**src/rtl/cpu_program_sequencer_if.sv**
```systemverilog
`default_nettype none
// ============================================================================
// Module   : cpu_program_sequencer_if
// Brief    : Host-to-sequencer program load stream (valid/ready with last).
// Revision : 1.0 - initial release
// ============================================================================
interface cpu_program_sequencer_if;
    logic       ld_valid;
    logic       ld_ready;
    logic [7:0] ld_data;
    logic       ld_last;

    modport master (output ld_valid, output ld_data, output ld_last, input ld_ready);
    modport slave  (input ld_valid, input ld_data, input ld_last, output ld_ready);
endinterface
`default_nettype wire

```
**src/rtl/cpu_program_sequencer.sv**
```systemverilog
`default_nettype none
// ============================================================================
// Module   : cpu_program_sequencer
// Brief    : Loads a small program from a host and feeds it, one instruction
//            per cycle, to the accumulator CPU with clear/halt/step/resume.
// Revision : 1.0 - initial release
// ============================================================================
module cpu_program_sequencer #(
    parameter int         AW  = 4,
    parameter logic [7:0] NOP = 8'hF0
) (
    input  wire logic                 clk,
    input  wire logic                 rst,
    cpu_program_sequencer_if.slave    ld,
    input  wire logic                 start,
    input  wire logic                 halt_req,
    input  wire logic                 step,
    output logic [7:0]                cpu_instr,
    output logic                      cpu_rst,
    output logic [AW-1:0]             pc,
    output logic [AW:0]               prog_len,
    output logic                      busy,
    output logic                      done
);
    localparam int c_DEPTH = 2 ** AW;

    typedef enum logic [2:0] {
        S_IDLE  = 3'd0,
        S_LOAD  = 3'd1,
        S_CLEAR = 3'd2,
        S_RUN   = 3'd3,
        S_PAUSE = 3'd4,
        S_DONE  = 3'd5
    } state_t;

    state_t          state_q, state_d;
    logic [7:0]      instr_q, instr_d;
    logic            crst_q, crst_d;
    logic [AW-1:0]   pc_q, pc_d;
    logic [AW-1:0]   wptr_q, wptr_d;
    logic [AW:0]     len_q, len_d;
    logic            busy_q, busy_d;
    logic            done_q, done_d;

    logic [7:0]      mem [c_DEPTH];

    logic            w_accept;
    logic            w_start_load;
    logic            w_end_load;
    logic            w_last_instr;
    logic            w_issue;
    logic [AW-1:0]   w_mem_waddr;

    assign ld.ld_ready   = (state_q == S_IDLE) || (state_q == S_LOAD) || (state_q == S_DONE);
    assign w_accept      = ld.ld_valid && ld.ld_ready;
    // A beat outside LOAD always restarts the program at address 0.
    assign w_start_load  = w_accept && (state_q != S_LOAD);
    assign w_mem_waddr   = w_start_load ? '0 : wptr_q;
    assign w_end_load    = w_accept && (ld.ld_last || (&w_mem_waddr));
    assign w_last_instr  = ({1'b0, pc_q} == (len_q - 1'b1));

    always_comb begin
        state_d = state_q;
        instr_d = NOP;
        crst_d  = 1'b0;
        pc_d    = pc_q;
        wptr_d  = wptr_q;
        len_d   = len_q;
        w_issue = 1'b0;

        case (state_q)
            S_IDLE, S_DONE: begin
                if (w_accept) begin
                    wptr_d  = {{(AW-1){1'b0}}, 1'b1};
                    len_d   = '0;
                    state_d = S_LOAD;
                end else if (start && (len_q != '0)) begin
                    state_d = S_CLEAR;
                end
            end
            S_LOAD: begin
                if (w_accept) begin
                    wptr_d = wptr_q + 1'b1;
                end
            end
            S_CLEAR: begin
                crst_d  = 1'b1;
                pc_d    = '0;
                state_d = S_RUN;
            end
            S_RUN: begin
                if (halt_req) begin
                    state_d = S_PAUSE;
                end else begin
                    w_issue = 1'b1;
                end
            end
            S_PAUSE: begin
                if (start) begin
                    state_d = S_RUN;
                end else if (step) begin
                    w_issue = 1'b1;
                end
            end
            default: state_d = S_IDLE;
        endcase

        if (w_end_load) begin
            len_d   = {1'b0, w_mem_waddr} + 1'b1;
            wptr_d  = '0;
            state_d = S_IDLE;
        end

        // Shared by RUN and single-step; a step on the last word finishes the run.
        if (w_issue) begin
            instr_d = mem[pc_q];
            if (w_last_instr) begin
                pc_d    = '0;
                state_d = S_DONE;
            end else begin
                pc_d = pc_q + 1'b1;
            end
        end

        busy_d = (state_d == S_CLEAR) || (state_d == S_RUN) || (state_d == S_PAUSE);
        done_d = (state_d == S_DONE);
    end

    always_ff @(posedge clk) begin
        if (rst) begin
            state_q <= S_IDLE;
            instr_q <= NOP;
            crst_q  <= 1'b0;
            pc_q    <= '0;
            wptr_q  <= '0;
            len_q   <= '0;
            busy_q  <= 1'b0;
            done_q  <= 1'b0;
        end else begin
            state_q <= state_d;
            instr_q <= instr_d;
            crst_q  <= crst_d;
            pc_q    <= pc_d;
            wptr_q  <= wptr_d;
            len_q   <= len_d;
            busy_q  <= busy_d;
            done_q  <= done_d;
        end
    end

    always_ff @(posedge clk) begin
        if (w_accept && !rst) begin
            mem[w_mem_waddr] <= ld.ld_data;
        end
    end

    assign cpu_instr = instr_q;
    assign cpu_rst   = crst_q;
    assign pc        = pc_q;
    assign prog_len  = len_q;
    assign busy      = busy_q;
    assign done      = done_q;
endmodule
`default_nettype wire

```
**src/flat_wrapper.sv**
```systemverilog
// flat-port wrapper written by rule: the top's interface ports become plain ports
module cpu_program_sequencer_flat 
#(
    parameter int         AW  = 4,
    parameter logic [7:0] NOP = 8'hF0
)
  (clk, rst, start, halt_req, step, cpu_instr, cpu_rst, pc, prog_len, busy, done, ld_ld_valid, ld_ld_data, ld_ld_last, ld_ld_ready);
  cpu_program_sequencer_if ld_i ();
  input  wire logic clk;
  input  wire logic rst;
  input  wire logic start;
  input  wire logic halt_req;
  input  wire logic step;
  output logic [7:0] cpu_instr;
  output logic cpu_rst;
  output logic [AW-1:0] pc;
  output logic [AW:0] prog_len;
  output logic busy;
  output logic done;
  input wire logic [$bits(ld_i.ld_valid)-1:0] ld_ld_valid;
  input wire logic [$bits(ld_i.ld_data)-1:0] ld_ld_data;
  input wire logic [$bits(ld_i.ld_last)-1:0] ld_ld_last;
  output wire logic [$bits(ld_i.ld_ready)-1:0] ld_ld_ready;
  assign ld_i.ld_valid = ld_ld_valid;
  assign ld_i.ld_data = ld_ld_data;
  assign ld_i.ld_last = ld_ld_last;
  assign ld_ld_ready = ld_i.ld_ready;
  cpu_program_sequencer #(.AW(AW), .NOP(NOP)) u_core (.clk(clk), .rst(rst), .ld(ld_i), .start(start), .halt_req(halt_req), .step(step), .cpu_instr(cpu_instr), .cpu_rst(cpu_rst), .pc(pc), .prog_len(prog_len), .busy(busy), .done(done));
endmodule
```
**config.mk**
```make
export PLATFORM = sky130hd
export DESIGN_NAME = cpu_program_sequencer_flat
export DESIGN_NICKNAME = d
export VERILOG_FILES = /design/src/rtl/cpu_program_sequencer_if.sv /design/src/rtl/cpu_program_sequencer.sv /design/src/flat_wrapper.sv
export SDC_FILE = /design/constraint.sdc
export NUM_CORES = 1
export LEC_CHECK = 0
export CAP_MARGIN = 30
export CELL_PAD_IN_SITES_DETAIL_PLACEMENT = 0
export CELL_PAD_IN_SITES_GLOBAL_PLACEMENT = 1
export CORE_MARGIN = 4
export CORE_UTILIZATION = 51
export CTS_BUF_LIST = sky130_fd_sc_hd__clkbuf_16
export CTS_CLUSTER_SIZE = 8
export DETAILED_ROUTE_END_ITERATION = 8
export PLACE_DENSITY_LB_ADDON = 0.1
export SLEW_MARGIN = 20
export SYNTH_ARGS = -nofsm -noshare
export SYNTH_HDL_FRONTEND = slang
export SYNTH_SLANG_ARGS = --single-unit
```
**constraint.sdc**
```tcl
create_clock -name clk -period 3.1 [get_ports clk]
set_clock_uncertainty 0.2 [all_clocks]
set_input_delay 0.775 -clock clk [delete_from_list [all_inputs] [get_ports clk]]
set_output_delay 0.775 -clock clk [all_outputs]
set_load 0.02 [all_outputs]
```
==> metrics.yaml, run 1 <==
run_status:
  status: "complete, no violations"
grt:
  grt_pass1_wl_um: 21200
  grt_max_degree: 39
  grt_pass1_vias: 3691
  overflow: 0
  grt_antenna_before_repair: 0
  grt_usage: 0.205
detailed_routing:
  routed-wl-met2_um: 6610
  wl_met1_um: 6000
  routed_wl_um: 13500
  vias: 3562
  drtIter0Drc: 337
  drt.antenna.violating_nets: 0
  wl_met3_um: 693
  top_layer_used: "met4"
  detail_route.vias_per_cell: 5.59
  drc: 0
  wl_per_cell_um: 21.2
  first_pass_iters: 4
finish:
  final_common_cell: "edfxtp_1"
  design_area_sq_um: 7750
  final_cell_mix: "edfxtp_1, buf_4, clkdlybuf4s50_1, mux4_2, nor2_1"
  area_growth_syn_to_layout_pct: 22.7
  drive_above_1_share: 0.241
  num-fill-cells: 875
  n_antenna_cell: 0
  fin_nets: 479
floorplanning:
  core_area_sq_um: 12100
  fp.dieH_um: 119
  placementRows: 40
  start_util: 0.524
  die_w_um: 119
  ios: 36
  dieArea_sq_um: 14200
logic_synthesis:
  ys_seq_area_frac: 0.694
  synth.avg_cell_area_sq_um: 17.0
  syn_nets: 395
  synth-main-ff-cell: "edfxtp_1"
  netlist_area_sq_um: 6320
  yosysWarnings: 0
  synthArstFlopShare: 0
  synth.distinct_cells: 51
  synthCells: 372
  synth_edf_count: 128
  synth_seq_cells: 155
power_and_ir_drop:
  p_clk_frac: 0.457
  power_density_nw_per_um2: 576
  swShare: 0.197
  pwr-share-seq: 0.509
  vdd_ir_drop_max_mv: 0.491
  switching_power_mw: 0.879
  p_leak_nw: 2.56
  combinationalPowerShare: 0.034
  intPower_mw: 3.58
cts:
  clk_pin_slew_ps: 60
  clock-sinks: 155
  cts_tree: "built"
  cts_buffers: 17
  clk_latency_ps: 420
  clk_path_buf_depth: 2
  postCtsSetupRepairBufs: 0
  cts-root-buf: "clkbuf_16"
  h-tree-depth: 4
setup_path:
  r2r-start: "u_core.state_q[1]"
  rr_worst_depth: 11
  reg2reg_slack_ps: 520
  critPathMaxFanout: 5
  critical_path_class: "input pin to flop"
  cp.arrival_ps: 3060
  end_kind: "flop"
  startpoint_type: "input pin"
  reg2reg_to: "u_core.prog_len[0]"
  worstPathRequired_ps: 3250
timing:
  final_max_slew_viol_count: 0
  worst_pin_slew_ps: 942
  hold_violations: 0
  rsz0062_at_grt: "false"
  max_freq_ghz: 0.344
  relSlewSlack: 0.370
  whs_ps: 354
  period_needed_ps: 2910
  timing.final.crit_share: 0.939
  setup_violations: 0
worst_hold_path:
  hold_depth: 1
  min_to: "u_core.wptr_q[0]"
  worstHoldStart: "u_core.wptr_q[0]"
  hp-class: "flop to flop"
place:
  place_area_sq_um: 7160
  gp_congestion: 0.812
  numPortBuffers: 35
  dp_hpwl_um: 9060
job:
  cap_violations: 0
## flip-flops by register name, summed over array words and instances (netlist names)
name and flops:
u_core.cpu_rst 1, u_core.done 1, u_core.cpu_instr 8, u_core.prog_len 5, u_core.busy 1, u_core.pc 4, u_core.mem 128, u_core.wptr_q 4
u_core.state_q 3
## power groups by stage
| stage | Clock [mW] | Sequential, mW | Combinational [mW] |
|---|---|---|---|
| after floorplan | 0 | 2.32 | 0.0697 |
| after global placement | 0 | 2.31 | 0.150 |
| after detailed placement | 0 | 2.32 | 0.153 |
| after CTS | 2.07 | 2.27 | 0.154 |
| after global routing | 2.18 | 2.27 | 0.169 |
| final | 2.04 | 2.27 | 0.153 |
## kinds of logic after synthesis
| group | count (synthesis) | synth area share |
|---|---|---|
| multiplexers | 41 | 0.136 |
| buffers and inverters | 29 | 0.0246 |
| flip-flops | 155 | 0.694 |
| AO/OA/AOI/OAI | 37 | 0.0428 |
| AND/OR/NAND/NOR | 91 | 0.0717 |
| adder cells (fa/ha/maj) | 8 | 0.0158 |
| XOR/XNOR | 11 | 0.0152 |
## stage by stage
step / util / TNS [ps] / setup WS [ps] / std cells / power [mW]
2_1_floorplan: - / 0 / 142 / 372 / 2.39
3_3_place_gp: 0.594 / -3190 / -176 / 605 / 2.46
3_5_place_dp: 0.594 / -4010 / -227 / 605 / 2.47
4_1_cts: 0.643 / 0 / 170 / 637 / 4.50
5_1_grt: 0.643 / 0 / 30.8 / 637 / 4.62
6_report: 0.643 / 0 / 189 / 637 / 4.46
## what timing repair did
| item | CTS | global route |
|---|---|---|
| setup endpoints to repair | 0 | 1 |
| resized for setup | 0 | 1 |
| hold buffers | 0 | 0 |
## worst max-delay path, stage by stage
cell and delay, ps:
clkdlybuf4s50_1 490, nand2b_1 80, or2_1 260, nand2_1 150, inv_1 80, ha_1 210
buf_4 140, nand3_1 80, nor3_1 60, a22o_1 250, or3_1 330, a21oi_1 160
## cell type report
class	count	area, sq um	area share
Sequential cell	155	4390	0.566
Multi-Input combinational cell	188	1780	0.230
Inverter	8	30.0	0.00387
Timing Repair Buffer	86	758	0.0978
Clock buffer	17	425	0.0549
Tap cell	168	210	0.0271
Clock inverter	15	161	0.0208
## synthesized netlist by cell type, types with 2 or more instances
cell       count  area [sq um]
dfxtp_1       27           541
or3_1          4          25.0
inv_1          8          30.0
xor2_1         3          26.3
nor3_1        12          60.1
clkbuf_1       8          30.0
nand2_1       14          52.6
nand3_1        5          25.0
ha_1           8           100
a31oi_1        5          31.3
nor2b_1        8          50.1
buf_2          6          30.0
mux2i_1        6          60.1
nand2b_1       3          18.8
a2111oi_0      2          17.5
nor2_1        30           113
a211oi_1      10          75.1
edfxtp_1     128          3840
mux4_2        32           721
a21oi_1        5          25.0
a41oi_1        2          17.5
buf_6          3          33.8
nand3b_1       2          15.0
xnor2_1        8          70.1
a22oi_1        2          15.0
nand4b_1       2          17.5
mux4_1         3          78.8
nand4_1        3          18.8
## worst max-delay path by stage
stage | cells past startpoint | from | end | slack [ps]
4_1_cts | 12 | ld_ld_valid | u_core.wptr_q[0] | 170
2_1_floorplan | 8 | ld_ld_valid | u_core.mem[7][0] | 140
5_1_grt | 12 | ld_ld_valid | u_core.wptr_q[0] | 30
6_report | 12 | ld_ld_valid | u_core.prog_len[0] | 190
3_5_place_dp | 12 | ld_ld_valid | u_core.prog_len[0] | -230
3_3_place_gp | 12 | ld_ld_valid | u_core.wptr_q[0] | -180
## metal layers
layer  vias to the layer above  track usage
met4                         0       0.0744
li1                       1645            -
met3                        19       0.0575
met2                        97        0.323
met1                      1801        0.274
met5                         -            0
Note: power is estimated with default switching activity, not from simulation.
==> inputs of run 2 (changes only) <==
--- a/config.mk
+++ b/config.mk
@@ -11,3 +11,3 @@
 export CORE_MARGIN = 4
-export CORE_UTILIZATION = 51
+export CORE_UTILIZATION = 55
 export CTS_BUF_LIST = sky130_fd_sc_hd__clkbuf_16
@@ -16,3 +16,3 @@
 export PLACE_DENSITY_LB_ADDON = 0.1
-export SLEW_MARGIN = 20
+export SLEW_MARGIN = 10
 export SYNTH_ARGS = -nofsm -noshare
==> constraint.sdc (replaced) <==
create_clock -name clk -period 3.6 [get_ports clk]
set_clock_uncertainty 0.2 [all_clocks]
set_input_delay 0.72 -clock clk [delete_from_list [all_inputs] [get_ports clk]]
set_output_delay 0.72 -clock clk [all_outputs]
set_load 0.02 [all_outputs]
==> run 2 against run 1 <==
Total power is 17% lower. Flip-flop and latch count stayed put. Clock power is 20% lower. Global-route usage is 1.7 points higher. Sequential power is 14% lower. Largest power group unchanged. Register-to-register slack better by 210 ps. Critical endpoint is now u_core.mem[15][4]. Via count is 0.45% lower. Final cell count is 7.5% lower. Utilization is 3.8 points higher.
==> metrics.yaml, run 2 (synthesis gave the netlist of run 1 again) <==
setup_path:
  critPathMaxFanout: 9  # was 5
  end_kind: "flop"  # unchanged
  crit_family: "simple AND/OR/NAND/NOR gates"  # unchanged
  cp.arrival_ps: 2720  # was 3060 ps
  crit_chain: "xor2_1, or2_1, and2_1, ha_1, nand2_1, nor2_1"  # was clkdlybuf4s50_1, nand2b_1, or2_1, nand2_1, inv_1, ha_1, buf_4, nand3_1, nor3_1, a22o_1, or3_1, a21oi_1
  critical_path_class: "flop to flop"  # was input pin to flop
  slowest_delay_ps: 720  # was 490 ps
  worstPathRequired_ps: 3440  # was 3250 ps
  slowest_stage: "nor2_1"  # was clkdlybuf4s50_1
  cp.buffers_inverters: 0  # was 3
  startpoint_type: "flop"  # was input pin
cts:
  cts_buffers: 17  # unchanged
  hold_buffers: 0  # unchanged
  h-tree-depth: 4  # unchanged
  clock-sinks: 155  # unchanged
  postCtsSetupRepairBufs: 0  # unchanged
  post_cts_resized: 0  # unchanged
  clk_pin_slew_ps: 60  # about the same
  cts_tree: "built"  # unchanged
  cts-root-buf: "clkbuf_16"  # unchanged
  clk_path_buf_depth: 2  # unchanged
  clk_latency_ps: 420  # about the same
power_and_ir_drop:
  swShare: 0.195  # was 0.197
  power_density_nw_per_um2: 496  # was 576 nW/um^2
  pwr-share-seq: 0.526  # was 0.509
  p_clk_frac: 0.440  # was 0.457
  p_leak_nw: 2.45  # was 2.56 nW
  switching_power_mw: 0.724  # was 0.879 mW
  vdd_ir_drop_max_mv: 0.382  # was 0.491 mV
  intPower_mw: 3.00  # was 3.58 mW
  combinationalPowerShare: 0.033  # was 0.034
grt:
  use_met2: 0.343  # was 0.323
  grt_pass1_wl_um: 21100  # was 21200 um
  overflow: 0  # unchanged
  grt_pass1_vias: 3621  # was 3691
  grt_antenna_before_repair: 0  # unchanged
  grt_usage: 0.222  # was 0.205
  grt_max_degree: 23  # was 39
  busiest_layer: "met2"  # unchanged
  grtUsageMet3: 0.0537  # was 0.0575
  met1_usage: 0.306  # was 0.274
timing:
  max_freq_ghz: 0.348
  timing.final.crit_share: 0.798
  period_needed_ps: 2870
  rsz0062_at_grt: "false"  # unchanged
  worst_pin_slew_ps: 927  # was 942 ps
  setup_violations: 0  # unchanged
  hold_violations: 0  # unchanged
  relSlewSlack: 0.380  # was 0.370
  tns_ps: 0  # unchanged
  final_max_slew_viol_count: 0  # unchanged
  whs_ps: 362  # was 354 ps
floorplanning:
  dieArea_sq_um: 13300  # was 14200 sq um
  die_w_um: 115  # was 119 um
  start_util: 0.573  # was 0.524
  fp.dieH_um: 115  # was 119 um
  placementRows: 38  # was 40
  core_area_sq_um: 11000  # was 12100 sq um
  ios: 36  # unchanged
finish:
  final_cell_mix: "edfxtp_1, clkdlybuf4s50_1, buf_4, mux4_2, nor2_1"  # was edfxtp_1, buf_4, clkdlybuf4s50_1, mux4_2, nor2_1
  n_antenna_cell: 0  # unchanged
  area_growth_syn_to_layout_pct: 18.8  # was 22.7%
  largest_reg_flops: 128  # unchanged
  num-fill-cells: 755  # was 875
  fin_nets: 461  # was 479
  final_common_cell: "edfxtp_1"  # unchanged
  top_register: "u_core.mem"  # unchanged
  drive_above_1_share: 0.209  # was 0.241
worst_hold_path:
  hp-class: "flop to flop"  # unchanged
detailed_routing:
  drtIter0Drc: 352  # was 337
  detail_route.vias_per_cell: 6.02  # was 5.59
  drc: 0  # unchanged
  vias: 3546  # was 3562
  wl_per_cell_um: 22.7  # was 21.2 um
  first_pass_iters: 4  # unchanged
  drt.antenna.violating_nets: 0  # unchanged
  routed_wl_um: 13400  # was 13500 um
place:
  dp_hpwl_um: 9040  # was 9060 um
  gp_congestion: 0.846  # was 0.812
  numPortBuffers: 35  # unchanged
run_status:
  status: "complete, no violations"  # unchanged
job:
  cap_violations: 0  # unchanged
## run 2: cell count changes in the layout (fill, tap and decap cells not counted), moves of 2 or more
cell	change
buf_12	-2
clkinv_2	+5
inv_1	-3
clkinv_1	+2
clkinv_4	-2
buf_4	-16
clkinvlp_4	-3
## run 2: worst paths after layout
check / start / end / slack, ps / cells past startpoint
max: u_core.state_q[0] / u_core.mem[15][4] / 730 / 6
min: u_core.wptr_q[0] / u_core.wptr_q[0] / 360 / 1
max reg2reg: u_core.state_q[0] / u_core.mem[15][4] / 730 / 6
min reg2reg: u_core.wptr_q[0] / u_core.wptr_q[0] / 360 / 1
## run 2: worst reg2reg max path, delay by kind of cell, from the launching register on
| kind | cells | cell delay, ps |
|---|---|---|
| xor+xnor | 1 | 320 |
| flops | 1 | 500 |
| fa+ha+maj | 1 | 240 |
| simple gates | 4 | 1230 |
## run 2: metal layers
layer,part of all wire,routed length (um)
met5,0,0
met4,0.017,229
met3,0.057,765
met2,0.49,6560
met1,0.44,5840
## run 2: power groups by stage
| stage | logic [mW] | clock network (mW) | registers [mW] |
|---|---|---|---|
| global route | 0.135 | 1.74 | 1.96 |
| detailed placement | 0.123 | 0 | 2.00 |
| global placement | 0.121 | 0 | 2.00 |
| CTS | 0.124 | 1.67 | 1.96 |
| finish | 0.124 | 1.64 | 1.96 |
| floorplan | 0.0600 | 0 | 1.99 |
## run 2: through the flow
| step | setup WS [ps] | instance area [sq um] | std cells | utilization | power [mW] |
|---|---|---|---|---|---|
| detailed placement | 330 | 6970 | 559 | 0.632 | 2.12 |
| finish | 725 | 7510 | 589 | 0.680 | 3.72 |
| global placement | 354 | 6970 | 559 | 0.632 | 2.12 |
| CTS | 713 | 7510 | 589 | 0.680 | 3.75 |
| global route | 507 | 7510 | 589 | 0.680 | 3.84 |
| floorplan | 697 | 6320 | 372 | - | 2.05 |
## run 2: layout make-up
class | count | area [sq um] | area share
Multi-Input combinational cell | 188 | 1780 | 0.237
Timing Repair Buffer | 68 | 598 | 0.0797
Inverter | 8 | 30.0 | 0.00400
Sequential cell | 155 | 4390 | 0.584
Clock inverter | 13 | 113 | 0.0150
Clock buffer | 17 | 425 | 0.0567
Tap cell | 140 | 175 | 0.0233
==> inputs of run 3 (changes only) <==
- CORE_UTILIZATION: 55 -> 51
- clock period: 3.6 -> 2.8 ns (I/O delays scaled with it)
==> run 3 against run 2 <==
Wire length rose by 1.5%. Utilization fell by 3.4 points. Critical path depth rose by 5. Critical path type is now input pin to flop. Total power rose by 30%.
==> metrics.yaml, run 3 (synthesis gave the netlist of run 1 again) <==
finish:
  fin_cells: 640  # was 589
  final_cell_mix: "edfxtp_1, buf_4, clkdlybuf4s50_1, mux4_2, nor2_1"  # was edfxtp_1, clkdlybuf4s50_1, buf_4, mux4_2, nor2_1
  n_antenna_cell: 0  # unchanged
  area_growth_syn_to_layout_pct: 23.4  # was 18.8%
  design_area_sq_um: 7800  # was 7510 sq um
  final_common_cell: "edfxtp_1"  # unchanged
  fin_util: 0.646  # was 0.680
  largest_reg_flops: 128  # unchanged
  top_register: "u_core.mem"  # unchanged
  num-fill-cells: 850  # was 755
  drive_above_1_share: 0.250  # was 0.209
  fin_nets: 482  # was 461
detailed_routing:
  wl_per_cell_um: 21.3  # was 22.7 um
  drt.antenna.violating_nets: 0  # unchanged
  vias: 3534  # was 3546
  routed_wl_um: 13600  # was 13400 um
  detail_route.vias_per_cell: 5.52  # was 6.02
  drtIter0Drc: 324  # was 352
  first_pass_iters: 4  # unchanged
  drc: 0  # unchanged
run_status:
  status: "complete, no violations"  # unchanged
timing:
  period_needed_ps: 2600
  setup_violations: 0  # unchanged
  relSlewSlack: 0.429  # was 0.380
  timing.final.crit_share: 0.929
  hold_violations: 0  # unchanged
  rsz0062_at_grt: "false"  # unchanged
  final_max_slew_viol_count: 0  # unchanged
  max_freq_ghz: 0.384
  worst_pin_slew_ps: 853  # was 927 ps
cts:
  cts_tree: "built"  # unchanged
  h-tree-depth: 4  # unchanged
  clk_path_buf_depth: 2  # unchanged
  cts-root-buf: "clkbuf_16"  # unchanged
  clk_pin_slew_ps: 60  # about the same
  clk_latency_ps: 410  # was 420 ps
  hold_buffers: 0  # unchanged
  cts_buffers: 17  # unchanged
  clock-sinks: 155  # unchanged
power_and_ir_drop:
  vdd_ir_drop_max_mv: 0.544  # was 0.382 mV
  intPower_mw: 3.88  # was 3.00 mW
  p_total_mw: 4.83  # was 3.72 mW
  power_density_nw_per_um2: 620  # was 496 nW/um^2
  swShare: 0.198  # was 0.195
  pwr-share-seq: 0.521  # was 0.526
  p_clk_frac: 0.445  # was 0.440
  switching_power_mw: 0.955  # was 0.724 mW
  combinationalPowerShare: 0.035  # was 0.033
  p_leak_nw: 2.57  # was 2.45 nW
grt:
  overflow: 0  # unchanged
  grt_max_degree: 25  # was 23
  grt_pass1_vias: 3642  # was 3621
  grt_usage: 0.205  # was 0.222
  grt_antenna_before_repair: 0  # unchanged
  grt_pass1_wl_um: 21400  # was 21100 um
worst_hold_path:
  hp-class: "flop to flop"  # unchanged
  worstHoldStart: "u_core.wptr_q[0]"  # unchanged
place:
  numPortBuffers: 35  # unchanged
  place_area_sq_um: 7240  # was 6970 sq um
  dp_cells: 608  # was 559
  dp_hpwl_um: 9210  # was 9040 um
  gp_congestion: 0.853  # was 0.846
setup_path:
  critical_path.startpoint: "ld_ld_valid"  # was u_core.state_q[0]
  slowest_delay_ps: 490  # was 720 ps
  crit_chain: "clkdlybuf4s50_1, nand2b_1, or2_1, and2_1, ha_1, buf_4, nand3_1, nor3_1, a22o_1, buf_4, a2111oi_0"  # was xor2_1, or2_1, and2_1, ha_1, nand2_1, nor2_1
  startpoint_type: "input pin"  # was flop
  end_kind: "flop"  # unchanged
  critPathMaxFanout: 5  # was 9
  crit_top_cell: "buf_4"
  r2r-start: "u_core.state_q[2]"  # was u_core.state_q[0]
  slowest_stage: "clkdlybuf4s50_1"  # was nor2_1
  cp.arrival_ps: 2700  # was 2720 ps
  worstPathRequired_ps: 2900  # was 3440 ps
  critical_path_class: "input pin to flop"  # was flop to flop
floorplanning:
  die_w_um: 119  # was 115 um
  start_util: 0.524  # was 0.573
  dieArea_sq_um: 14200  # was 13300 sq um
  placementRows: 40  # was 38
  core_area_sq_um: 12100  # was 11000 sq um
  fp.dieH_um: 119  # was 115 um
  ios: 36  # unchanged
job:
  cap_violations: 0  # unchanged
[run 3: cell count changes in the layout (fill, tap and decap cells not counted), sizes merged]
cell | previous run | this run
clkinv | 7 | 9
inv | 12 | 10
buf | 33 | 54
clkdlybuf4s50 | 35 | 34
dlymetal6s2s | 0 | 1
clkinvlp | 0 | 2
[run 3: through the flow]
stage | setup TNS, ps | hold slack (ps) | worst slack [ps]
after global placement | -8780 | 341 | -171
after CTS | 0 | 365 | 20.9
final | 0 | 362 | 197
after floorplan | 0 | 305 | 56.9
after detailed placement | -8690 | 357 | -223
after global routing | 0 | 404 | 5.94
[run 3: final timing paths]
path	cells after the start	to	slack, ps
setup / recovery	11	u_core.wptr_q[0]	200
hold / removal	2	u_core.wptr_q[0]	360
setup reg to reg	10	u_core.wptr_q[0]	400
hold reg to reg	2	u_core.wptr_q[0]	360
[run 3: timing repair]
item | CTS | global route
endpoints found under the setup margin | 0 | 1
gates resized for setup | 0 | 1
buffers inserted | 0 | 0
[run 3: cell type report]
cell class | count | area (sq um) | area share
Inverter | 8 | 30.0 | 0.00385
Timing Repair Buffer | 89 | 833 | 0.107
Clock buffer | 17 | 425 | 0.0546
Tap cell | 168 | 210 | 0.0270
Multi-Input combinational cell | 188 | 1780 | 0.228
Clock inverter | 15 | 133 | 0.0170
Sequential cell | 155 | 4390 | 0.563
[run 3: power by group through the flow]
stage,Sequential (mW),Combinational (mW),Clock (mW)
detailed placement,2.56,0.168,0
finish,2.51,0.168,2.15
global route,2.51,0.186,2.30
floorplan,2.56,0.0772,0
CTS,2.51,0.169,2.19
global placement,2.56,0.166,0
[run 3: per-layer routing]
layer | track usage | wire length [um] | up-vias
met4 | 0.0702 | 167 | 0
met3 | 0.0508 | 605 | 12
met1 | 0.292 | 6260 | 1788
li1 | - | - | 1652
met5 | 0 | 0 | -
met2 | 0.310 | 6570 | 82
[run 3: worst max-delay path: cells and delay by family]
| kind | cells | cell delay (ps) |
|---|---|---|
| adders and majority gates | 1 | 200 |
| buffers and inverters | 3 | 810 |
| and+or+nand+nor | 5 | 620 |
| AOI/OAI and AO/OA | 2 | 490 |
